==> config.mk <==
export PLATFORM = sky130hd
export DESIGN_NAME = lcd_text_buffer_flat
export DESIGN_NICKNAME = d
export VERILOG_FILES = /design/src/rtl/lcd_pkg.sv /design/src/rtl/lcd_text_buffer_if.sv /design/src/rtl/lcd_text_ram.sv /design/src/rtl/lcd_text_buffer.sv /design/src/flat_wrapper.sv
export SDC_FILE = /design/constraint.sdc
export NUM_CORES = 1
export LEC_CHECK = 0
export BUFFER_PORTS_ARGS = -buffer_cell sky130_fd_sc_hd__buf_2
export CAP_MARGIN = 10
export CORE_MARGIN = 5
export CORE_UTILIZATION = 30
export DETAILED_ROUTE_END_ITERATION = 6
export GPL_TIMING_DRIVEN = 0
export PLACE_DENSITY = 0.47
export SYNTH_ARGS = -nofsm -noshare
export SYNTH_HDL_FRONTEND = slang
export SYNTH_SLANG_ARGS = --single-unit
==> constraint.sdc <==
create_clock -name clk -period 3.1 [get_ports clk]
set_input_delay 0.465 -clock clk [delete_from_list [all_inputs] [get_ports clk]]
set_output_delay 0.465 -clock clk [all_outputs]
set_load 0.02 [all_outputs]
==> src/rtl/lcd_pkg.sv <==
// Shared constants and types for the 2x16 LCD text buffer.
// Holds the ASCII control codes, screen geometry and the controller state encoding.
package lcd_pkg;

    localparam int LCD_COLS  = 16;
    localparam int LCD_ROWS  = 2;
    localparam int LCD_CELLS = LCD_COLS * LCD_ROWS;

    localparam logic [7:0] CHR_BS = 8'h08;
    localparam logic [7:0] CHR_LF = 8'h0A;
    localparam logic [7:0] CHR_FF = 8'h0C;
    localparam logic [7:0] CHR_CR = 8'h0D;

    typedef enum logic [1:0] {
        ST_INIT_CLR = 2'd0,
        ST_IDLE     = 2'd1,
        ST_CLR      = 2'd2,
        ST_SCROLL   = 2'd3
    } lcd_state_e;

    function automatic logic is_printable(input logic [7:0] c);
        return (c >= 8'h20) && (c <= 8'h7E);
    endfunction

endpackage

==> src/rtl/lcd_text_buffer_if.sv <==
// Producer byte stream (valid/ready) and LCD driver read port of the text buffer.
// The master drives bytes and read addresses; the slave is the buffer itself.
interface lcd_text_buffer_if;

    logic [7:0] in_data;
    logic       in_valid;
    logic       in_ready;
    logic [7:0] rd_addr;
    logic       rd_en;
    logic [7:0] rd_data;

    modport master (
        output in_data, in_valid, rd_addr, rd_en,
        input  in_ready, rd_data
    );

    modport slave (
        input  in_data, in_valid, rd_addr, rd_en,
        output in_ready, rd_data
    );

endinterface

==> src/rtl/lcd_text_ram.sv <==
// 32x8 character store: one synchronous write port with an optional companion
// blanking of the row-1 cell in the same column, and two asynchronous read ports.
module lcd_text_ram
    import lcd_pkg::*;
#(
    parameter logic [7:0] BLANK_CHAR = 8'h20
) (
    input  logic       clk,
    input  logic       we_i,
    input  logic [4:0] waddr_i,
    input  logic [7:0] wdata_i,
    input  logic       blank_hi_i,
    input  logic [4:0] raddr_a_i,
    output logic [7:0] rdata_a_o,
    input  logic [4:0] raddr_b_i,
    output logic [7:0] rdata_b_o
);

    logic [7:0] mem_q [LCD_CELLS];

    // Scroll moves a row-1 cell up and blanks it in the same cycle, hence the second write.
    always_ff @(posedge clk) begin
        if (we_i) begin
            mem_q[waddr_i] <= wdata_i;
        end
        if (blank_hi_i) begin
            mem_q[{1'b1, waddr_i[3:0]}] <= BLANK_CHAR;
        end
    end

    assign rdata_a_o = mem_q[raddr_a_i];
    assign rdata_b_o = mem_q[raddr_b_i];

endmodule

==> src/rtl/lcd_text_buffer.sv <==
// 2x16 character frame buffer: terminal-style byte input with cursor, wrap,
// newline, scroll and clear; zero-latency read port at LCD DDRAM addresses.
module lcd_text_buffer
    import lcd_pkg::*;
#(
    parameter logic [7:0] BLANK_CHAR = 8'h20,
    parameter logic [7:0] LINE1_BASE = 8'h40,
    parameter bit         SCROLL_EN  = 1'b1
) (
    input  logic               clk,
    input  logic               reset,
    lcd_text_buffer_if.slave   bus,
    output logic               cursor_row,
    output logic [3:0]         cursor_col,
    output logic               busy
);

    lcd_state_e state_q;
    logic [4:0] cnt_q;
    logic       row_q;
    logic [3:0] col_q;
    logic       ready_q;
    logic       busy_q;

    logic       xfer_s;
    logic       newline_s;
    logic       we_s;
    logic [4:0] waddr_s;
    logic [7:0] wdata_s;
    logic       blank_hi_s;
    logic [7:0] scroll_src_s;
    logic [7:0] ram_rd_s;
    logic [7:0] line1_off_s;
    logic       rd_hit_s;
    logic [4:0] rd_idx_s;
    logic       unused_rd_en_s;

    assign xfer_s         = bus.in_valid & ready_q;
    assign newline_s      = (bus.in_data == CHR_LF)
                          | (is_printable(bus.in_data) & (col_q == 4'd15));
    assign unused_rd_en_s = bus.rd_en;

    // Select the single RAM write of this cycle from the current state.
    always_comb begin
        we_s       = 1'b0;
        waddr_s    = 5'd0;
        wdata_s    = BLANK_CHAR;
        blank_hi_s = 1'b0;
        case (state_q)
            ST_INIT_CLR, ST_CLR: begin
                we_s    = ~reset;
                waddr_s = cnt_q;
            end
            ST_SCROLL: begin
                we_s       = ~reset;
                blank_hi_s = ~reset;
                waddr_s    = {1'b0, cnt_q[3:0]};
                wdata_s    = scroll_src_s;
            end
            ST_IDLE: begin
                we_s    = xfer_s & is_printable(bus.in_data) & ~reset;
                waddr_s = {row_q, col_q};
                wdata_s = bus.in_data;
            end
            default: begin
                we_s = 1'b0;
            end
        endcase
    end

    // Map a DDRAM address to a cell index; anything outside both rows reads as blank.
    assign line1_off_s = bus.rd_addr - LINE1_BASE;
    always_comb begin
        rd_hit_s = 1'b0;
        rd_idx_s = 5'd0;
        if (bus.rd_addr < 8'd16) begin
            rd_hit_s = 1'b1;
            rd_idx_s = {1'b0, bus.rd_addr[3:0]};
        end else if ((bus.rd_addr >= LINE1_BASE) && (line1_off_s < 8'd16)) begin
            rd_hit_s = 1'b1;
            rd_idx_s = {1'b1, line1_off_s[3:0]};
        end else begin
            rd_hit_s = 1'b0;
        end
    end

    assign bus.rd_data = rd_hit_s ? ram_rd_s : BLANK_CHAR;

    lcd_text_ram #(
        .BLANK_CHAR (BLANK_CHAR)
    ) u_ram (
        .clk        (clk),
        .we_i       (we_s),
        .waddr_i    (waddr_s),
        .wdata_i    (wdata_s),
        .blank_hi_i (blank_hi_s),
        .raddr_a_i  (rd_idx_s),
        .rdata_a_o  (ram_rd_s),
        .raddr_b_i  ({1'b1, cnt_q[3:0]}),
        .rdata_b_o  (scroll_src_s)
    );

    // Controller FSM, sequence counter, cursor and registered handshake/status.
    always_ff @(posedge clk) begin
        if (reset) begin
            state_q <= ST_INIT_CLR;
            cnt_q   <= 5'd0;
            row_q   <= 1'b0;
            col_q   <= 4'd0;
            ready_q <= 1'b0;
            busy_q  <= 1'b1;
        end else begin
            case (state_q)
                ST_INIT_CLR, ST_CLR: begin
                    cnt_q <= cnt_q + 5'd1;
                    if (cnt_q == 5'd31) begin
                        state_q <= ST_IDLE;
                        row_q   <= 1'b0;
                        col_q   <= 4'd0;
                        ready_q <= 1'b1;
                        busy_q  <= 1'b0;
                    end
                end
                ST_SCROLL: begin
                    cnt_q <= cnt_q + 5'd1;
                    if (cnt_q == 5'd15) begin
                        state_q <= ST_IDLE;
                        cnt_q   <= 5'd0;
                        row_q   <= 1'b1;
                        col_q   <= 4'd0;
                        ready_q <= 1'b1;
                        busy_q  <= 1'b0;
                    end
                end
                ST_IDLE: begin
                    cnt_q <= 5'd0;
                    if (xfer_s) begin
                        if (newline_s) begin
                            if (!row_q) begin
                                row_q <= 1'b1;
                                col_q <= 4'd0;
                            end else if (SCROLL_EN) begin
                                state_q <= ST_SCROLL;
                                ready_q <= 1'b0;
                                busy_q  <= 1'b1;
                            end else begin
                                row_q <= 1'b0;
                                col_q <= 4'd0;
                            end
                        end else if (is_printable(bus.in_data)) begin
                            col_q <= col_q + 4'd1;
                        end else begin
                            case (bus.in_data)
                                CHR_CR: col_q <= 4'd0;
                                CHR_BS: begin
                                    if (col_q != 4'd0) begin
                                        col_q <= col_q - 4'd1;
                                    end
                                end
                                CHR_FF: begin
                                    state_q <= ST_CLR;
                                    ready_q <= 1'b0;
                                    busy_q  <= 1'b1;
                                end
                                default: ;
                            endcase
                        end
                    end
                end
                default: begin
                    state_q <= ST_INIT_CLR;
                    cnt_q   <= 5'd0;
                    ready_q <= 1'b0;
                    busy_q  <= 1'b1;
                end
            endcase
        end
    end

    assign bus.in_ready = ready_q;
    assign busy         = busy_q;
    assign cursor_row   = row_q;
    assign cursor_col   = col_q;

endmodule
==> src/flat_wrapper.sv <==
// flat-port wrapper written by rule: the top's interface ports become plain ports
module lcd_text_buffer_flat import lcd_pkg::*;
#(
    parameter logic [7:0] BLANK_CHAR = 8'h20,
    parameter logic [7:0] LINE1_BASE = 8'h40,
    parameter bit         SCROLL_EN  = 1'b1
)
  (clk, reset, cursor_row, cursor_col, busy, bus_in_data, bus_in_valid, bus_rd_addr, bus_rd_en, bus_in_ready, bus_rd_data);
  lcd_text_buffer_if bus_i ();
  input  logic clk;
  input  logic reset;
  output logic cursor_row;
  output logic [3:0] cursor_col;
  output logic busy;
  input wire logic [$bits(bus_i.in_data)-1:0] bus_in_data;
  input wire logic [$bits(bus_i.in_valid)-1:0] bus_in_valid;
  input wire logic [$bits(bus_i.rd_addr)-1:0] bus_rd_addr;
  input wire logic [$bits(bus_i.rd_en)-1:0] bus_rd_en;
  output wire logic [$bits(bus_i.in_ready)-1:0] bus_in_ready;
  output wire logic [$bits(bus_i.rd_data)-1:0] bus_rd_data;
  assign bus_i.in_data = bus_in_data;
  assign bus_i.in_valid = bus_in_valid;
  assign bus_i.rd_addr = bus_rd_addr;
  assign bus_i.rd_en = bus_rd_en;
  assign bus_in_ready = bus_i.in_ready;
  assign bus_rd_data = bus_i.rd_data;
  lcd_text_buffer #(.BLANK_CHAR(BLANK_CHAR), .LINE1_BASE(LINE1_BASE), .SCROLL_EN(SCROLL_EN)) u_core (.clk(clk), .reset(reset), .bus(bus_i), .cursor_row(cursor_row), .cursor_col(cursor_col), .busy(busy));
endmodule
==> reports/qor.txt <==
RUN STATUS
--------------------------------------------------------------------------------
Run status                                                          complete, no violations

FLOORPLAN
--------------------------------------------------------------------------------
Die footprint                                                          47400 um2
Std-Cell Core Area                                                     42900 um2
Row count                                                                     76
Die X                                                                     218 um
Initial standard-cell utilization of the core                              30.2%
I/O pin count                                                                 35
DIE HEIGHT                                                                218 um

TIMING
--------------------------------------------------------------------------------
Max Freq                                                                 323 MHz
Count of final max-slew check failures                                         0
Worst Slack Setup Final                                               0.00720 ns
Accumulated negative setup slack                                            0 ns
Unrepaired setup endpoints after global routing                              yes
Total setup violations reported at the end of the flow                         0
Post-route clock skew                                                  0.0190 ns
Measured slew at the worst slew-check pin                                1.25 ns
Crit path time final                                                     3.09 ns
Final period util                                                          99.8%
Number of failing hold endpoints at the final stage                            0
Worst max-slew margin expressed relative to the limit                      16.2%

FINISH
--------------------------------------------------------------------------------
Number of inserted diodes                                                      0
Layout net count                                                            1285
Layout cells sized above 1                                                 22.6%
Area Growth Syn to Fin                                                     19.4%
Utilization after layout                                                   36.0%
Post-layout instance area                                              15500 um2

DETAILED ROUTING
--------------------------------------------------------------------------------
Vias after detailed routing                                                10.5k
Post-route antenna net violation count                                         0
DRC marker count from the first detailed-route iteration                    1207
WL per Instance                                                          25.2 um
Residual DRC                                                                   0
Total routed wirelength                                                 47100 um
Count of TritonRoute iterations in the first routing pass                      5
Detailed-route vias per instance                                            5.61

SYNTH
--------------------------------------------------------------------------------
Top post-synthesis cells by area                                    edfxtp_1 (30%), dfxtp_1 (22%), mux4_2 (7.5%), mux2i_1 (5.3%), nand3_1 (4.2%)
Number of distinct library cells after synthesis                              80
Syn Std Cell Area                                                      12900 um2
Number of nets produced by synthesis                                        1218
Number of flip-flops and latches in the synthesized netlist                  270
Register area share after synthesis                                        51.7%
Cell with the most instances after synthesis                             dfxtp_1
Number of enable-type register cells in the synthesized netlist              128
Number of warning messages in the yosys log                                    0
Post-Syn Instances                                                          1191
Synthesized area per cell                                               10.9 um2
Synth top area share                                                       29.7%
Most used DFF post-synth                                                 dfxtp_1
Largest area contributor in the synthesized netlist                     edfxtp_1
Share of async-settable or async-resettable flops after synthesis             0%
Synth top cells by count                                            dfxtp_1 (142), edfxtp_1 (128), nand3_1 (108), nand2_1 (101), nor2_1 (80)

HOLD PATH
--------------------------------------------------------------------------------
Worst hold start                                                    bus_in_data[0]
Endpoint of the worst hold-timing path                              u_core.u_ram.mem_q[30][0]
Class of the tightest hold or removal check                         primary input to flop
Number of instances on the worst hold path                                     3

PLACE
--------------------------------------------------------------------------------
Placement-stage cell area                                              13800 um2
Estimated wirelength of the detail-placed design                        33900 um
Port buffer count                                                             29
Pre-CTS setup slack                                                     -1.33 ns
GPL Wtd Cong                                                               0.901

SETUP PATH
--------------------------------------------------------------------------------
Crit Reg-Reg Startpoint                                             u_core.state_q[1]
Number of buffer and inverter stages on the critical path                      3
Worst setup path class                                              primary input to output port
Worst setup EP type                                                  output port
Worst Path Arrival                                                       2.63 ns
Largest incremental delay on the critical path                           0.63 ns
Series of cell instances along the critical path                    clkbuf_8, or4b_4, buf_6, a221oi_1, nor3_1, o32ai_1, o22ai_2, buf_2
CP required                                                              2.63 ns
Critical Path Fanout Max                                                      10
Reg2reg path depth                                                             6
R2R Path End                                                        u_core.u_ram.mem_q[7][0]
Startpoint Class                                                    primary input
Standard cell with the maximum stage delay on the critical path           or4b_4
Largest delay contributor family on the critical path               compound AO/OA/AOI/OAI gates
Register-to-register setup slack                                         0.03 ns

CLOCKING
--------------------------------------------------------------------------------
Clock tree from TritonCTS                                                   done
Number of buffers created by CTS                                              31
Hold bufs inserted after CTS                                                   0
Clock Sinks                                                                  270
Level count of the clock H-tree                                                1
Clk slew on worst S/H paths                                              0.06 ns
CTS root buf                                                           clkbuf_16
Number of buffers between clock root and the deepest sink                      3
Insertion delay of the later-clocked pin in the worst-skew pair          0.60 ns

POWER
--------------------------------------------------------------------------------
Logic gate share of total power                                             6.4%
Net switching fraction of the power                                        24.0%
Fraction of power consumed by the clock network                            46.6%
Proportion of power drawn by flip-flops and latches                        47.0%
Power Density                                                         516 nW/um2
Switching power summed over all nets                                     1.91 mW
Power consumption                                                        7.97 mW
Internal                                                                 6.06 mW
Standby leakage power                                                    5.19 nW
Maximum ir drop on the vdd rail                                           423 uV

GLOBAL ROUTE
--------------------------------------------------------------------------------
Via count of the first global-routing pass                                  9941
Largest net degree at the start of global routing                             17
Tot GR Track Use                                                           19.2%
First-pass GRT wire length                                              68600 um
Initial antenna violation count                                                1
Total congestion overflow                                                      0

JOB
--------------------------------------------------------------------------------
Max Cap Violations                                                             0

-- per-stage QoR --
step | hold WS, ns | instances
detailed placement | 0.467 | 1805
finish | 0.297 | 1866
CTS | 0.282 | 1865
floorplan | 0.439 | 1191
global placement | 0.458 | 1805
global route | 0.323 | 1866
-- power groups by stage --
stage | Sequential, mW | Clock (mW) | Combinational (mW)
after global placement | 3.82 | 0 | 0.441
final | 3.75 | 3.71 | 0.511
after floorplan | 3.82 | 0 | 0.269
after detailed placement | 3.82 | 0 | 0.440
after global routing | 3.75 | 3.92 | 0.534
after CTS | 3.75 | 3.78 | 0.491
-- layer usage --
layer	global-route usage (%)	part of all wire [%]	vias up
met4	7.46	4.3	0
met1	27.0	43	5211
li1	-	-	4706
met2	29.9	45	460
met3	3.18	7.9	95
met5	0	0	-
-- placed cells by master, fill, tap and decap left out, types with 7 or more instances in the layout --
cell type	Yosys	routed
clkbuf_2	0	10
mux2i_1	68	58
clkbuf_16	0	31
a211oi_1	8	7
mux4_2	43	43
and3_1	19	19
buf_6	8	14
clkbuf_1	34	22
mux2_2	9	9
dfxtp_1	142	142
buf_4	2	16
o22ai_2	0	16
clkinv_2	0	7
a21oi_1	61	59
nand2b_1	10	10
edfxtp_1	128	128
mux2i_2	1	10
nor2b_1	7	7
and2_1	11	11
o21ai_1	68	68
a221oi_1	18	18
clkinv_1	1	7
buf_2	33	44
ha_1	7	7
o22ai_1	41	24
nand2_1	101	94
o21ai_0	39	39
inv_1	9	9
nor2_1	80	76
nand2_2	4	11
nand3_1	108	108
nor3_1	10	8
-- worst reg2reg max path, cell delays in order (launching register included) --
cell and delay (ns):
dfxtp_1 0.30, buf_2 0.22, nand2b_1 0.13, buf_2 0.25, mux2i_2 0.60, nand2_1 0.33
nor2_1 0.86
-- worst max-delay path by stage --
stage,startpoint,endpoint,slack [ns],cells after the start
CTS,bus_rd_addr[4],bus_rd_data[0],-0.02,9
global route,bus_rd_addr[1],bus_rd_data[0],-0.07,8
finish,bus_rd_addr[7],bus_rd_data[0],0.007,8
global placement,bus_rd_addr[2],bus_rd_data[0],-1.35,9
floorplan,bus_rd_addr[7],bus_rd_data[5],0.35,9
detailed placement,bus_rd_addr[2],bus_rd_data[0],-1.33,9
-- sequential cells by signal, indices dropped and copies added, names as in the netlist --
register,flops
u_core.u_ram.mem_q,256
u_core.cnt_q,5
u_core.cursor_col,4
u_core.state_q,2
u_core.bus.in_ready,1
u_core.busy,1
u_core.cursor_row,1
-- kinds of logic after synthesis --
group                    synth area share [%]
AO/OA/AOI/OAI                            14.7
multiplexers                             13.7
XOR/XNOR                                0.135
flip-flops                               51.7
buffers and inverters                    3.68
adder cells (fa/ha/maj)                 0.677
AND/OR/NAND/NOR                          15.4
-- layout make-up --
cell class                      count  area, um2
Timing Repair Buffer               36        228
Clock buffer                       37        828
Buffer                             86        589
Fill cell                        4268      27400
Inverter                           10       38.8
Tap cell                          585        732
Sequential cell                   270       6690
Clock inverter                     19        184
Multi-Input combinational cell    823       6160
-- repair_timing --
action / 4_1_cts / 5_1_grt
pin swaps: 13 / 12
endpoints found under the setup margin: 122 / 71
buffers inserted: 5 / 2
gates resized for setup: 111 / 32
No activity file was read; power rests on OpenSTA's default activity.
